<file path="src/rtl/branch_history_updater_pkg.sv">
// Shared types for the branch history updater: 2-bit counter encodings,
// the saturating update rule and the in-flight FIFO entry layout.
package bhu_pkg;

    localparam int BHU_GHR_WIDTH  = 8;
    localparam int BHU_FIFO_DEPTH = 4;
    localparam int BHU_CNT_WIDTH  = 16;

    typedef enum logic [1:0] {
        SNT = 2'd0,
        WNT = 2'd1,
        WT  = 2'd2,
        ST  = 2'd3
    } ctr_e;

    // The entry width is fixed by the package, so GHR_WIDTH on the modules must match it.
    typedef struct packed {
        logic [BHU_GHR_WIDTH-1:0] ghr;
        ctr_e                     ctr;
        logic                     taken;
    } bhu_entry_t;

    function automatic ctr_e sat_update(input ctr_e ctr, input logic taken);
        if (taken) begin
            return (ctr == ST) ? ST : ctr_e'(ctr + 2'd1);
        end
        return (ctr == SNT) ? SNT : ctr_e'(ctr - 2'd1);
    endfunction

endpackage

</file>
<file path="src/rtl/branch_history_updater_if.sv">
// Prediction, resolution and PHT-write signals of the branch history updater.
// master = front end / EX side, slave = the updater itself.
interface branch_history_updater_if #(
    parameter int GHR_WIDTH  = 8,
    parameter int FIFO_DEPTH = 4,
    parameter int CNT_WIDTH  = 16
);
    localparam int OCC_WIDTH = $clog2(FIFO_DEPTH) + 1;

    logic                 pred_valid;
    logic [GHR_WIDTH-1:0] pred_ghr;
    logic [1:0]           pred_ctr;
    logic                 pred_taken;
    logic                 pred_ready;
    logic                 res_valid;
    logic                 res_taken;
    logic                 pht_we;
    logic [GHR_WIDTH-1:0] pht_waddr;
    logic [1:0]           pht_wdata;
    logic                 mispredict;
    logic [GHR_WIDTH-1:0] restore_ghr;
    logic [OCC_WIDTH-1:0] inflight;
    logic                 res_err;
    logic [CNT_WIDTH-1:0] br_count;
    logic [CNT_WIDTH-1:0] mp_count;

    modport master (
        output pred_valid, pred_ghr, pred_ctr, pred_taken, res_valid, res_taken,
        input  pred_ready, pht_we, pht_waddr, pht_wdata, mispredict, restore_ghr,
               inflight, res_err, br_count, mp_count
    );

    modport slave (
        input  pred_valid, pred_ghr, pred_ctr, pred_taken, res_valid, res_taken,
        output pred_ready, pht_we, pht_waddr, pht_wdata, mispredict, restore_ghr,
               inflight, res_err, br_count, mp_count
    );

endinterface

</file>
<file path="src/rtl/bhu_inflight_fifo.sv">
// In-order FIFO of predicted branches awaiting resolution; clear beats push,
// occupancy is a separate counter so the pointers wrap naturally.
module bhu_inflight_fifo
    import bhu_pkg::*;
#(
    parameter int DEPTH = 4
) (
    input  logic                     clk,
    input  logic                     rst_n,
    input  logic                     push_i,
    input  logic                     pop_i,
    input  logic                     clear_i,
    input  bhu_entry_t               wdata_i,
    output bhu_entry_t               rdata_o,
    output logic [$clog2(DEPTH):0]   count_o,
    output logic                     full_o,
    output logic                     empty_o
);
    localparam int PTR_W = $clog2(DEPTH);

    bhu_entry_t             mem_q [DEPTH];
    logic [PTR_W-1:0]       wr_ptr_q;
    logic [PTR_W-1:0]       rd_ptr_q;
    logic [PTR_W:0]         count_q;
    logic                   pop_ok;
    logic                   push_ok;

    assign empty_o = (count_q == '0);
    assign full_o  = (count_q == (PTR_W+1)'(DEPTH));
    assign pop_ok  = pop_i && !empty_o;
    // A full FIFO still accepts a push when the head leaves in the same cycle.
    assign push_ok = push_i && !clear_i && (!full_o || pop_ok);

    // NOTE: sequential state uses non-blocking assignments so every flop samples pre-edge values.
    always_ff @(posedge clk) begin
        if (!rst_n || clear_i) begin
            wr_ptr_q <= '0;
            rd_ptr_q <= '0;
            count_q  <= '0;
        end else begin
            if (push_ok) wr_ptr_q <= wr_ptr_q + PTR_W'(1);
            if (pop_ok)  rd_ptr_q <= rd_ptr_q + PTR_W'(1);
            count_q <= count_q + (PTR_W+1)'(push_ok) - (PTR_W+1)'(pop_ok);
        end
    end

    // NOTE: storage has no reset; an entry is only read after being written, and the count gates that.
    always_ff @(posedge clk) begin
        if (push_ok) mem_q[wr_ptr_q] <= wdata_i;
    end

    assign rdata_o = mem_q[rd_ptr_q];
    assign count_o = count_q;

endmodule

</file>
<file path="src/rtl/branch_history_updater.sv">
// Training side of the global-history predictor: resolves the oldest in-flight
// branch, writes the saturated PHT counter and flags mispredicts with the restore GHR.
module branch_history_updater
    import bhu_pkg::*;
#(
    parameter int GHR_WIDTH  = BHU_GHR_WIDTH,
    parameter int FIFO_DEPTH = BHU_FIFO_DEPTH,
    parameter int CNT_WIDTH  = BHU_CNT_WIDTH
) (
    input  logic                     clk,
    input  logic                     rst_n,
    branch_history_updater_if.slave  bus
);
    bhu_entry_t                  head;
    bhu_entry_t                  new_entry;
    logic [$clog2(FIFO_DEPTH):0] count;
    logic                        full;
    logic                        empty;
    logic                        resolve;
    logic                        wrong_dir;
    ctr_e                        new_ctr;

    logic                 pht_we_q,      pht_we_d;
    logic [GHR_WIDTH-1:0] pht_waddr_q,   pht_waddr_d;
    logic [1:0]           pht_wdata_q,   pht_wdata_d;
    logic                 mispredict_q,  mispredict_d;
    logic [GHR_WIDTH-1:0] restore_ghr_q, restore_ghr_d;
    logic                 res_err_q,     res_err_d;
    logic [CNT_WIDTH-1:0] br_count_q,    br_count_d;
    logic [CNT_WIDTH-1:0] mp_count_q,    mp_count_d;

    assign resolve   = bus.res_valid && !empty;
    assign wrong_dir = bus.res_taken != head.taken;
    assign new_ctr   = sat_update(head.ctr, bus.res_taken);
    assign new_entry = '{ghr: bus.pred_ghr, ctr: ctr_e'(bus.pred_ctr), taken: bus.pred_taken};

    // A mispredict clears the FIFO, which also drops any same-cycle (wrong-path) push.
    bhu_inflight_fifo #(.DEPTH(FIFO_DEPTH)) u_fifo (
        .clk     (clk),
        .rst_n   (rst_n),
        .push_i  (bus.pred_valid),
        .pop_i   (resolve && !wrong_dir),
        .clear_i (resolve && wrong_dir),
        .wdata_i (new_entry),
        .rdata_o (head),
        .count_o (count),
        .full_o  (full),
        .empty_o (empty)
    );

    // NOTE: every always_comb output gets a default first, so no path can infer a latch.
    always_comb begin
        pht_we_d      = 1'b0;
        mispredict_d  = 1'b0;
        pht_waddr_d   = pht_waddr_q;
        pht_wdata_d   = pht_wdata_q;
        restore_ghr_d = restore_ghr_q;
        br_count_d    = br_count_q;
        mp_count_d    = mp_count_q;
        res_err_d     = res_err_q || (bus.res_valid && empty);
        if (resolve) begin
            pht_we_d      = (new_ctr != head.ctr);
            pht_waddr_d   = head.ghr;
            pht_wdata_d   = new_ctr;
            mispredict_d  = wrong_dir;
            restore_ghr_d = {bus.res_taken, head.ghr[GHR_WIDTH-1:1]};
            br_count_d    = br_count_q + CNT_WIDTH'(1);
            if (wrong_dir) mp_count_d = mp_count_q + CNT_WIDTH'(1);
        end
    end

    always_ff @(posedge clk) begin
        if (!rst_n) begin
            pht_we_q      <= 1'b0;
            pht_waddr_q   <= '0;
            pht_wdata_q   <= '0;
            mispredict_q  <= 1'b0;
            restore_ghr_q <= '0;
            res_err_q     <= 1'b0;
            br_count_q    <= '0;
            mp_count_q    <= '0;
        end else begin
            pht_we_q      <= pht_we_d;
            pht_waddr_q   <= pht_waddr_d;
            pht_wdata_q   <= pht_wdata_d;
            mispredict_q  <= mispredict_d;
            restore_ghr_q <= restore_ghr_d;
            res_err_q     <= res_err_d;
            br_count_q    <= br_count_d;
            mp_count_q    <= mp_count_d;
        end
    end

    assign bus.pred_ready  = !full;
    assign bus.inflight    = count;
    assign bus.pht_we      = pht_we_q;
    assign bus.pht_waddr   = pht_waddr_q;
    assign bus.pht_wdata   = pht_wdata_q;
    assign bus.mispredict  = mispredict_q;
    assign bus.restore_ghr = restore_ghr_q;
    assign bus.res_err     = res_err_q;
    assign bus.br_count    = br_count_q;
    assign bus.mp_count    = mp_count_q;

endmodule

</file>
<file path="src/flat_wrapper.sv">
// flat-port wrapper written by rule: the top's interface ports become plain ports
module branch_history_updater_flat import bhu_pkg::*;
#(
    parameter int GHR_WIDTH  = BHU_GHR_WIDTH,
    parameter int FIFO_DEPTH = BHU_FIFO_DEPTH,
    parameter int CNT_WIDTH  = BHU_CNT_WIDTH
)
  (clk, rst_n, bus_pred_valid, bus_pred_ghr, bus_pred_ctr, bus_pred_taken, bus_res_valid, bus_res_taken, bus_pred_ready, bus_pht_we, bus_pht_waddr, bus_pht_wdata, bus_mispredict, bus_restore_ghr, bus_inflight, bus_res_err, bus_br_count, bus_mp_count);
  branch_history_updater_if #(.GHR_WIDTH(GHR_WIDTH), .FIFO_DEPTH(FIFO_DEPTH), .CNT_WIDTH(CNT_WIDTH)) bus_i ();
  input  logic clk;
  input  logic rst_n;
  input wire logic [$bits(bus_i.pred_valid)-1:0] bus_pred_valid;
  input wire logic [$bits(bus_i.pred_ghr)-1:0] bus_pred_ghr;
  input wire logic [$bits(bus_i.pred_ctr)-1:0] bus_pred_ctr;
  input wire logic [$bits(bus_i.pred_taken)-1:0] bus_pred_taken;
  input wire logic [$bits(bus_i.res_valid)-1:0] bus_res_valid;
  input wire logic [$bits(bus_i.res_taken)-1:0] bus_res_taken;
  output wire logic [$bits(bus_i.pred_ready)-1:0] bus_pred_ready;
  output wire logic [$bits(bus_i.pht_we)-1:0] bus_pht_we;
  output wire logic [$bits(bus_i.pht_waddr)-1:0] bus_pht_waddr;
  output wire logic [$bits(bus_i.pht_wdata)-1:0] bus_pht_wdata;
  output wire logic [$bits(bus_i.mispredict)-1:0] bus_mispredict;
  output wire logic [$bits(bus_i.restore_ghr)-1:0] bus_restore_ghr;
  output wire logic [$bits(bus_i.inflight)-1:0] bus_inflight;
  output wire logic [$bits(bus_i.res_err)-1:0] bus_res_err;
  output wire logic [$bits(bus_i.br_count)-1:0] bus_br_count;
  output wire logic [$bits(bus_i.mp_count)-1:0] bus_mp_count;
  assign bus_i.pred_valid = bus_pred_valid;
  assign bus_i.pred_ghr = bus_pred_ghr;
  assign bus_i.pred_ctr = bus_pred_ctr;
  assign bus_i.pred_taken = bus_pred_taken;
  assign bus_i.res_valid = bus_res_valid;
  assign bus_i.res_taken = bus_res_taken;
  assign bus_pred_ready = bus_i.pred_ready;
  assign bus_pht_we = bus_i.pht_we;
  assign bus_pht_waddr = bus_i.pht_waddr;
  assign bus_pht_wdata = bus_i.pht_wdata;
  assign bus_mispredict = bus_i.mispredict;
  assign bus_restore_ghr = bus_i.restore_ghr;
  assign bus_inflight = bus_i.inflight;
  assign bus_res_err = bus_i.res_err;
  assign bus_br_count = bus_i.br_count;
  assign bus_mp_count = bus_i.mp_count;
  branch_history_updater #(.GHR_WIDTH(GHR_WIDTH), .FIFO_DEPTH(FIFO_DEPTH), .CNT_WIDTH(CNT_WIDTH)) u_core (.clk(clk), .rst_n(rst_n), .bus(bus_i));
endmodule
</file>
<file path="config.mk">
export PLATFORM = sky130hd
export DESIGN_NAME = branch_history_updater_flat
export DESIGN_NICKNAME = d
export VERILOG_FILES = /design/src/rtl/branch_history_updater_pkg.sv /design/src/rtl/branch_history_updater_if.sv /design/src/rtl/bhu_inflight_fifo.sv /design/src/rtl/branch_history_updater.sv /design/src/flat_wrapper.sv
export SDC_FILE = /design/constraint.sdc
export NUM_CORES = 1
export LEC_CHECK = 0
export ABC_AREA = 1
export BUFFER_PORTS_ARGS = -buffer_cell sky130_fd_sc_hd__buf_2
export CAP_MARGIN = 25
export CORE_UTILIZATION = 50
export CTS_CLUSTER_SIZE = 24
export DETAILED_ROUTE_END_ITERATION = 12
export GPL_TIMING_DRIVEN = 0
export PLACE_DENSITY = 0.7
export REMOVE_ABC_BUFFERS = 1
export SYNTH_ARGS = -nofsm -noshare
export SYNTH_HDL_FRONTEND = slang
export SYNTH_SLANG_ARGS = --single-unit
export TNS_END_PERCENT = 5
</file>
<file path="constraint.sdc">
create_clock -name clk -period 6.3 [get_ports clk]
set_input_delay 0 -clock clk [delete_from_list [all_inputs] [get_ports clk]]
set_output_delay 0 -clock clk [all_outputs]
set_load 0.01 [all_outputs]
</file>
* Word-level counts from Yosys, hierarchy flattened
Memory sizes are Yosys's and may differ from the RTL's. A register that Yosys moved wholly into a read port is not among the register bits.
Index checks and enable logic that the tools add are counted.
** Word-level totals
- Bits of input ports :: 16
- Output and inout port bits :: 57
- Word-level logic and storage cells :: 52
- Flip-flop bits (word level) :: 60
- Memories :: 1
- Bits in writable memories :: 44
** Memory list
- u_core.u_fifo.mem_q :: depth 4, bits a word 11, rd ports 1, clocked after memory_dff 1, wr ports 1, RTL line bhu_inflight_fifo.sv:21 : bhu_entry_t mem_q [DEPTH];
** Operators by class
- Equality and inequality tests :: 4
- Add/subtract/negate cells :: 8
- Reductions and logical operators :: 19
- Multiplexer cells :: 9
** Operators by type and width (count)
- adder 16 x 1 -> 16 bit, second input constant :: 2
- two-way mux 2 bit :: 6
- logical AND 1 bit :: 7
- adder 2 x 1 -> 2 bit, second input constant :: 3
- zero test 1 bit :: 5
- AND reduction 2 bit :: 2
- adder 3 x 1 -> 3 bit :: 1
- equality test 3 bit, second input constant :: 1
- zero test 3 bit :: 1
- logical OR 1 bit :: 3
- two-way mux 1 bit :: 3
- subtractor 3 x 1 -> 3 bit :: 1
- equality test 2 bit, second input constant :: 1
- zero test 2 bit :: 1
- != test 2 bit :: 1
- subtractor 2 x 1 -> 2 bit, second input constant :: 1
- != test 1 bit :: 1

* Logic depth before layout (Yosys ltp)
Gate-level depths: netlist (run 1).
- Depth in word-level cells :: 9
- Gate-level depth with buffers :: 15
- Mapped depth without buffers :: 15

* Cells and area by module
A second synthesis (run 1) with hierarchy kept.
** Unflattened totals
- Cells, all modules :: 506
- Area, all modules :: 4332.9 um2
** Modules (own cells, without submodules)
- branch_history_updater :: sequential area each 920.9 um2, times used 1, area an instance 2175.8 um2, cells each 326
- bhu_inflight_fifo :: sequential area each 1501.4 um2, times used 1, area an instance 2157.1 um2, cells each 180

* Least setup slack after synthesis (run 1)
No wires, ideal clock.
- Path kind :: flip-flop to flip-flop
- Start point :: reg u_core.u_fifo.count_q[1], in the netlist u_core.u_fifo.count_o[1]
- End point :: reg u_core.u_fifo.count_q[2], in the netlist u_core.u_fifo.count_o[2]
- Data required time :: 6230 ps
- Cell stages (with the launch flop) :: 14
- Buffers on the path :: 2
- Setup time :: 70 ps
- Arrival time :: 2321 ps
- Setup slack :: 3909 ps
- Clock period less this slack :: 2391 ps
- Cell sequence :: dfxtp_1 inv_2 nand3_1 nand2_1 buf_2 buf_2 nor2_1 ha_1 inv_1 ha_1 inv_1 fa_1 or2_2 a21oi_1
** On the way
- Cells in the longest elaborated chain, start to end :: 9
- Elaborated cells between the ends (all ways) :: 15
- Those cells by class :: add/sub (2); eq/ne (1); reduce/logical (12)
** RTL lines
- from (decl) :: RTL line bhu_inflight_fifo.sv:24 : logic [PTR_W:0] count_q;
- from (signal assigned) :: RTL line bhu_inflight_fifo.sv:43 : count_q <= count_q + (PTR_W+1)'(push_ok) - (PTR_W+1)'(pop_ok);
- zero test 3 bit (*) :: RTL line bhu_inflight_fifo.sv:28 : assign empty_o = (count_q == '0);
- zero test 1 bit (*) :: RTL line bhu_inflight_fifo.sv:30, branch_history_updater.sv:32
- logical AND 1 bit :: RTL line branch_history_updater.sv:32 : assign resolve = bus.res_valid && !empty;
- logical AND 1 bit :: RTL line branch_history_updater.sv:42 : .pop_i (resolve && !wrong_dir),
- logical AND 1 bit (*) :: RTL line bhu_inflight_fifo.sv:30 : assign pop_ok = pop_i && !empty_o;
- net u_core.u_fifo.pop_ok :: RTL line bhu_inflight_fifo.sv:25 : logic pop_ok;
- logical OR 1 bit :: RTL line bhu_inflight_fifo.sv:32 : assign push_ok = push_i && !clear_i && (!full_o || pop_ok);
- logical AND 1 bit :: RTL line bhu_inflight_fifo.sv:32
- adder 3 x 1 -> 3 bit :: RTL line bhu_inflight_fifo.sv:43
- subtractor 3 x 1 -> 3 bit (*) :: RTL line bhu_inflight_fifo.sv:43
The timed path passes the listed nets; every way through them passes the cells marked *.
A chain may end at the register's enable or synchronous reset.

* Worst setup path in the final report (run 1)
- Start point :: reg u_core.u_fifo.count_q[1], in the netlist u_core.u_fifo.count_o[1]
- End point :: reg u_core.u_fifo.count_q[2], in the netlist u_core.u_fifo.count_o[2]
** On the way
- Cells in the longest elaborated chain, start to end :: 9
- Elaborated cells between the ends (all ways) :: 15
- Those cells by class :: add/sub (2); eq/ne (1); reduce/logical (12)
** RTL lines (RTL line)
- zero test 3 bit :: bhu_inflight_fifo.sv:28
- zero test 1 bit :: bhu_inflight_fifo.sv:30, branch_history_updater.sv:32
- logical AND 1 bit :: branch_history_updater.sv:32
- logical AND 1 bit (on tied branches) :: branch_history_updater.sv:43, branch_history_updater.sv:42
- zero test 1 bit or logical AND 1 bit (tied branches) :: bhu_inflight_fifo.sv:32, bhu_inflight_fifo.sv:30
- logical AND 1 bit or logical OR 1 bit (tied branches) :: bhu_inflight_fifo.sv:32
- logical AND 1 bit :: bhu_inflight_fifo.sv:32
- adder 3 x 1 -> 3 bit :: bhu_inflight_fifo.sv:43
- subtractor 3 x 1 -> 3 bit :: bhu_inflight_fifo.sv:43
Several ways; a longest one is shown, not always the timed one.

==> metrics.yaml, run 1 <==
floorplan:
  io_pins: 73
  die_w_um: 96.4
  die-area_mm2: 0.00929
  die_y_um: 96.4
  initial_utilization_pct: 51.3
  core_area_mm2: 0.00868
  num_rows: 34
sta:
  slew-limit-headroom_pct: 44.7
  setup_violations: 0
  drv_slew: 0
  fin_setup_tns_ns: 0
  rsz0062_at_grt: "no"
  hold_viol: 0
  fin_worst_skew_ns: 0.0131
  layout_min_cycle_time_ns: 3.59
  worst_slew_pin_slew_ns: 0.828
  post-route-period-util_pct: 57.0
  max_freq_mhz: 279
run_status:
  status: "complete, no violations"
drt:
  drtPass1Iterations: 4
  wire_per_inst_um: 12.9
  via_count: 3570
  viasPerCell: 4.97
  wirelength_mm: 9.25
  drt-initial-drc-count: 97
  remaining_drc_errors: 0
  ant_nets: 0
setup_path:
  crit_required_ns: 6.58
  worst-r2r-setup-slack_ns: 2.71
  reg2reg_depth: 13
  path_max_fanout: 37
  r2r-end: "u_core.u_fifo.count_o[2]"
  path_class: "flop to flop"
  cp-start-kind: "flop"
  end_kind: "flop"
  rr_startpoint: "u_core.u_fifo.count_o[1]"
  crit_arrival_ns: 3.87
power:
  combPwrFrac_pct: 26.4
  power.density_mw_per_mm2: 313
  vdd_drop_max_mv: 0.179
  seqPwrFrac_pct: 51.0
  leakage_nw: 2.09
  p_int_w: 0.00106
  pwr-share-clk_pct: 22.6
  p_switching_w: 0.000556
  swShare_pct: 34.4
logic_synthesis:
  netlist_instances: 529
  synth.ff_latch_count: 99
  synth_cell_types: 30
  netlist_area_mm2: 0.00446
  synth_warnings: 0
  postSynthAreaPerCell_um2: 8.42
  seq_area_frac_synth_pct: 54.4
final_layout:
  finalCoreUtilization_pct: 59.4
  antenna_cells: 0
  area_growth_syn_to_layout_pct: 15.8
  fillers: 797
  nets: 631
  drive_above_1_share_pct: 17.0
global_route:
  grt_first_pass_wirelength_mm: 14.9
  grt_start_max_net_pins: 38
  grt_antenna_before_repair: 0
  overflow: 0
  grt_pass1_vias: 3250
  grt_util_all_layers_pct: 21.3
clocking:
  cts_buffer_depth: 2
  cts_made_buffers: 9
  clk_pin_slew_ns: 0.08
  cts_sinks: 99
  tritoncts: "built"
  cts_hold_buf: 12
  clkLatencyLatePin_ns: 0.36
  clock-root-buffer: "clkbuf_8"
  htreeDepth: 3
  post_cts_buffers: 0
  cts_resized: 0
min_path:
  holdPathStages: 3
  hold_path_end: "u_core.bus.restore_ghr[7]"
  hold_start: "bus_res_taken"
  min_path_type: "input pin to flop"
flow_run:
  max_cap_viol_count: 0
placement:
  globalplace.congestion: 0.788
  portBuffers: 72
  dpl.hpwl_mm: 6.32
## per-layer routing
layer	global-route usage (%)	part of all wire, %	vias to the layer above
li1	-	-	1875
met1	26.3	46	1627
met2	38.2	50	60
met3	3.13	3.1	8
met4	6.62	1.0	0
met5	0	0	-
## how the worst max path moves through the flow
stage	cells past startpoint	to	start	slack (ns)
global placement	13	u_core.u_fifo.count_o[2]	u_core.u_fifo.count_o[1]	2.80
CTS	13	u_core.u_fifo.count_o[2]	u_core.u_fifo.count_o[1]	2.69
global route	13	u_core.u_fifo.count_o[2]	u_core.u_fifo.count_o[1]	2.33
finish	13	u_core.u_fifo.count_o[2]	u_core.u_fifo.count_o[1]	2.71
detailed placement	13	u_core.u_fifo.count_o[2]	u_core.u_fifo.count_o[1]	2.72
floorplan	13	u_core.u_fifo.count_o[2]	u_core.u_fifo.count_o[1]	3.37
## cell families (layout without fill, tap and decap cells)
| logic type | count (synthesis) | count (layout) | share of synthesized area, % |
|---|---|---|---|
| and+or+nand+nor | 254 | 254 | 23.6 |
| DFF | 99 | 99 | 54.4 |
| AOI/OAI and AO/OA | 84 | 84 | 9.80 |
| buffers and inverters | 69 | 151 | 6.82 |
| xor gates and xnor gates | 14 | 14 | 2.75 |
| adders and majority gates | 9 | 9 | 2.70 |
## final cells by class
type	instances	area, um2	area share [%]
well taps	108	135	2.62
multi-input cells	361	1730	33.5
repair buffers	88	522	10.1
flip-flops and latches	99	2420	47.0
clock buffers	12	145	2.81
clock inverters	4	27.5	0.534
inverters	47	176	3.42
## registers in the layout (all words and copies together), names as in the netlist, named ones only
register / count
u_core.bus.pht_waddr: 1
u_core.u_fifo.wr_ptr_q: 2
u_core.bus.mp_count: 16
u_core.u_fifo.rd_ptr_q: 2
u_core.bus.mispredict: 1
u_core.u_fifo.count_o: 3
u_core.u_fifo.mem_q: 44
u_core.bus.pht_we: 1
u_core.bus.restore_ghr: 8
u_core.bus.pht_wdata: 2
u_core.bus.br_count: 16
u_core.bus.res_err: 1
## power groups by stage
stage | sequential (W) | combinational, W | clock [W]
after global placement | 0.000834 | 0.000402 | 0
final | 0.000823 | 0.000426 | 0.000366
after floorplan | 0.000853 | 0.000240 | 0
after CTS | 0.000823 | 0.000430 | 0.000372
after global routing | 0.000833 | 0.000488 | 0.000400
after detailed placement | 0.000836 | 0.000423 | 0
## cells in the mapped netlist, drive strengths merged
| master | n | area (um2) |
|---|---|---|
| ha | 8 | 100 |
| edfxtp | 44 | 1320 |
| nand4 | 5 | 31.3 |
| fa | 1 | 20.0 |
| nor2b | 1 | 8.76 |
| a21oi | 35 | 179 |
| nand3 | 34 | 175 |
| nand3b | 1 | 7.51 |
| xnor2 | 6 | 52.6 |
| inv | 47 | 176 |
| buf | 17 | 109 |
| nor2 | 85 | 322 |
| clkbuf | 5 | 18.8 |
| and3 | 1 | 6.26 |
| dfxtp | 55 | 1100 |
| o21ai | 40 | 200 |
| xor2 | 8 | 70.1 |
| o211ai | 1 | 7.51 |
| nand2 | 126 | 493 |
| a31oi | 8 | 50.1 |
| or2 | 1 | 6.26 |
## critical path, cell delays in order (launching register included)
cell and delay [ns]:
dfxtp_1 0.44, inv_2 0.07, nand3_1 0.12, nand2_1 0.44, inv_2 0.71, nand2_4 0.27, nand2_2 0.20, ha_1 0.25
inv_1 0.05, ha_1 0.12, inv_1 0.04, fa_1 0.38, or2_2 0.30, a21oi_1 0.13
## layout by cell type, fill, tap and decap left out, types with 2 or more instances in the layout
cell type and count:
a21oi_1 34, a31oi_1 8, buf_2 72, buf_6 3, clkbuf_1 2, clkbuf_8 10
dfxtp_1 55, dlygate4sd3_1 12, edfxtp_1 44, ha_1 8, inv_1 42, inv_2 5
nand2_1 122, nand2_2 2, nand2_4 2, nand3_1 33, nand4_1 5, nor2_1 84
o21ai_0 37, o21ai_1 3, xnor2_1 6, xor2_1 8
## per-stage QoR
step                cells  power [W]  hold WS, ns  instance area (um2)  worst slack [ns]
floorplan             507    0.00109       0.0989                 4330              3.37
global placement      687    0.00124        0.208                 4820              2.80
detailed placement    691    0.00126        0.216                 4860              2.72
CTS                   719    0.00162       0.0252                 5160              2.69
global route          719    0.00172       0.0520                 5160              2.33
finish                719    0.00161       0.0312                 5160              2.71
No activity file was read; power rests on OpenSTA's default activity.
==> run 2, diff against run 1 <==
--- a/config.mk
+++ b/config.mk
@@ -12,7 +12,7 @@
 export CTS_CLUSTER_SIZE = 24
 export DETAILED_ROUTE_END_ITERATION = 12
 export GPL_TIMING_DRIVEN = 0
-export PLACE_DENSITY = 0.7
+export PLACE_DENSITY = 0.73
 export REMOVE_ABC_BUFFERS = 1
 export SYNTH_ARGS = -nofsm -noshare
 export SYNTH_HDL_FRONTEND = slang
==> constraint.sdc (replaced) <==
create_clock -name clk -period 3.2 [get_ports clk]
set_input_delay 0 -clock clk [delete_from_list [all_inputs] [get_ports clk]]
set_output_delay 0 -clock clk [all_outputs]
set_load 0.01 [all_outputs]
==> run 2 against run 1 <==
Final cell count up 0.14%. Utilization up 0.32 points. Register-to-register slack worse by 2.5 ns. Global-route usage down 0.97 points. Sequential cell count unchanged. Die area unchanged. Wire length down 2.1%. First-iteration DRC count up 59%. Critical endpoint unchanged. Highest routed layer unchanged.
==> metrics.yaml, run 2 (synthesis results as in run 1) <==
setup_path:
  r2r-end: "u_core.u_fifo.count_o[2]"
  path_cells: "inv_2, nand2_1, nand3_2, nand2_1, nand2_1, nand2_4, nand2_4, nand2_2, ha_1, inv_1, ha_1, inv_1, fa_1, or2_2, a21oi_1"
  cp_top_family: "simple AND/OR/NAND/NOR gates"
  end_kind: "flop"
  crit_top_cell: "nand2_1"
  crit_required_ns: 3.49
  critical_path_buf_inv_count: 3
  path_class: "flop to flop"
  cp-start-kind: "flop"
  crit_arrival_ns: 3.26
  slowest_delay_ns: 0.43
  worst-r2r-setup-slack_ns: 0.24
  reg2reg_depth: 15
  path_max_fanout: 23
  slowest_stage: "dfxtp_4"
floorplan:
  die_w_um: 96.4
  core_area_mm2: 0.00868
  die_y_um: 96.4
  num_rows: 34
  io_pins: 73
  initial_utilization_pct: 51.3
  die-area_mm2: 0.00929
placement:
  dpl.hpwl_mm: 6.11
  dp_cells: 689
  dpl_cell_area_mm2: 0.00485
  globalplace.congestion: 0.798
  portBuffers: 72
  place_worst_setup_slack_ns: -0.360
sta:
  max_freq_mhz: 337
  layout_min_cycle_time_ns: 2.96
  drv_slew: 0
  fin_setup_tns_ns: 0
  worst_slew_pin_slew_ns: 0.831
  rsz0062_at_grt: "no"
  hold_viol: 0
  setup_violations: 0
  worst_slack_ns: 0.236
  slew-limit-headroom_pct: 44.5
  post-route-period-util_pct: 92.6
  fin_worst_skew_ns: 0.0187
clocking:
  cts_made_buffers: 9
  clk_pin_slew_ns: 0.09
  cts_sinks: 99
  clock-root-buffer: "clkbuf_8"
  clkLatencyLatePin_ns: 0.36
  cts_buffer_depth: 2
  post_cts_buffers: 0
  tritoncts: "built"
  htreeDepth: 3
drt:
  drt-initial-drc-count: 154
  wirelength_mm: 9.06
  drtPass1Iterations: 4
  viasPerCell: 5.05
  via_count: 3633
  remaining_drc_errors: 0
  wire_per_inst_um: 12.6
  ant_nets: 0
final_layout:
  area_growth_syn_to_layout_pct: 16.4
  nets: 632
  fillers: 761
  drive_above_1_share_pct: 17.3
  regArea_mm2: 0.00243
  largest_register_ffs: 44
  antenna_cells: 0
  layout_common_cells: "nand2_1, nor2_1, buf_2, dfxtp_1, edfxtp_1"
  fin_area_mm2: 0.00518
  mostFrequentLayoutCell: "nand2_1"
  multiInputGateArea_mm2: 0.00174
  final_cells: 720
  largest_register: "u_core.u_fifo.mem_q"
power:
  vdd_drop_max_mv: 0.369
  pwr-share-clk_pct: 22.4
  leakage_nw: 2.10
  combPwrFrac_pct: 26.8
  swShare_pct: 34.9
  p_switching_w: 0.00111
  power.density_mw_per_mm2: 615
  p_total_w: 0.00319
  p_int_w: 0.00208
  seqPwrFrac_pct: 50.8
global_route:
  grt_start_max_net_pins: 38
  grt_first_pass_wirelength_mm: 14.3
  grt_antenna_before_repair: 0
  grt_pass1_vias: 3173
  overflow: 0
  grt_util_all_layers_pct: 20.3
min_path:
  holdPathStages: 4
  hold_path_end: "u_core.u_fifo.wr_ptr_q[0]"
  min_path_type: "input pin to flop"
  hold_start: "bus_pred_valid"
flow_run:
  max_cap_viol_count: 0
run_status:
  status: "complete, no violations"
run 2: stage by stage:
stage	util, %	hold slack (ns)
finish	59.7	0.0779
detailed placement	55.8	0.216
CTS	59.4	0.0660
global route	59.7	0.0962
floorplan	-	0.0989
global placement	55.6	0.208
run 2: repair_timing:
action                                  in CTS  in global routing
gates resized for setup                      4                  5
hold buffers                                13                  0
endpoints found under the setup margin      24                  1
endpoints found under the hold margin       46                  0
run 2: layout make-up:
class	instances	area share, %
sequential	99	46.8
multi-input combinational	361	33.5
timing repair buffer	89	10.2
inverter	47	3.64
tap	108	2.61
clock buffer	11	2.53
clock inverter	5	0.724
run 2: power groups by stage:
stage	logic [W]	registers [W]	clock network, W
2_1_floorplan	0.000473	0.00168	0
3_3_place_gp	0.000788	0.00164	0
3_5_place_dp	0.000819	0.00165	0
4_1_cts	0.000842	0.00162	0.000730
5_1_grt	0.000965	0.00164	0.000773
6_report	0.000854	0.00162	0.000712
run 2: tightest hold or removal path, cell delays in order:
cell     delay (ns)
buf_2          0.07
o21ai_0        0.16
nand2_1        0.10
a21oi_1        0.06
run 2: per-layer routing:
layer	part of all wire, %	GRT usage [%]	vias to the layer above	routed length (um)
met5	0	0	-	0
met4	1.1	6.37	0	102
met3	4.8	4.23	9	431
met2	49	36.1	78	4440
met1	45	24.6	1662	4090
li1	-	-	1884	-
run 2: worst max-delay path by stage:
stage / startpoint / end / slack [ns] / cells past startpoint
final: flop / u_core.u_fifo.count_o[2] / 0.24 / 15
after global routing: flop / u_core.u_fifo.count_o[2] / 0.03 / 15
after CTS: flop / u_core.u_fifo.count_o[2] / 0.08 / 14
after detailed placement: u_core.u_fifo.count_o[1] / u_core.u_fifo.count_o[2] / -0.36 / 13
after global placement: u_core.u_fifo.count_o[1] / u_core.u_fifo.count_o[2] / -0.29 / 13
after floorplan: u_core.u_fifo.count_o[1] / u_core.u_fifo.count_o[2] / 0.27 / 13
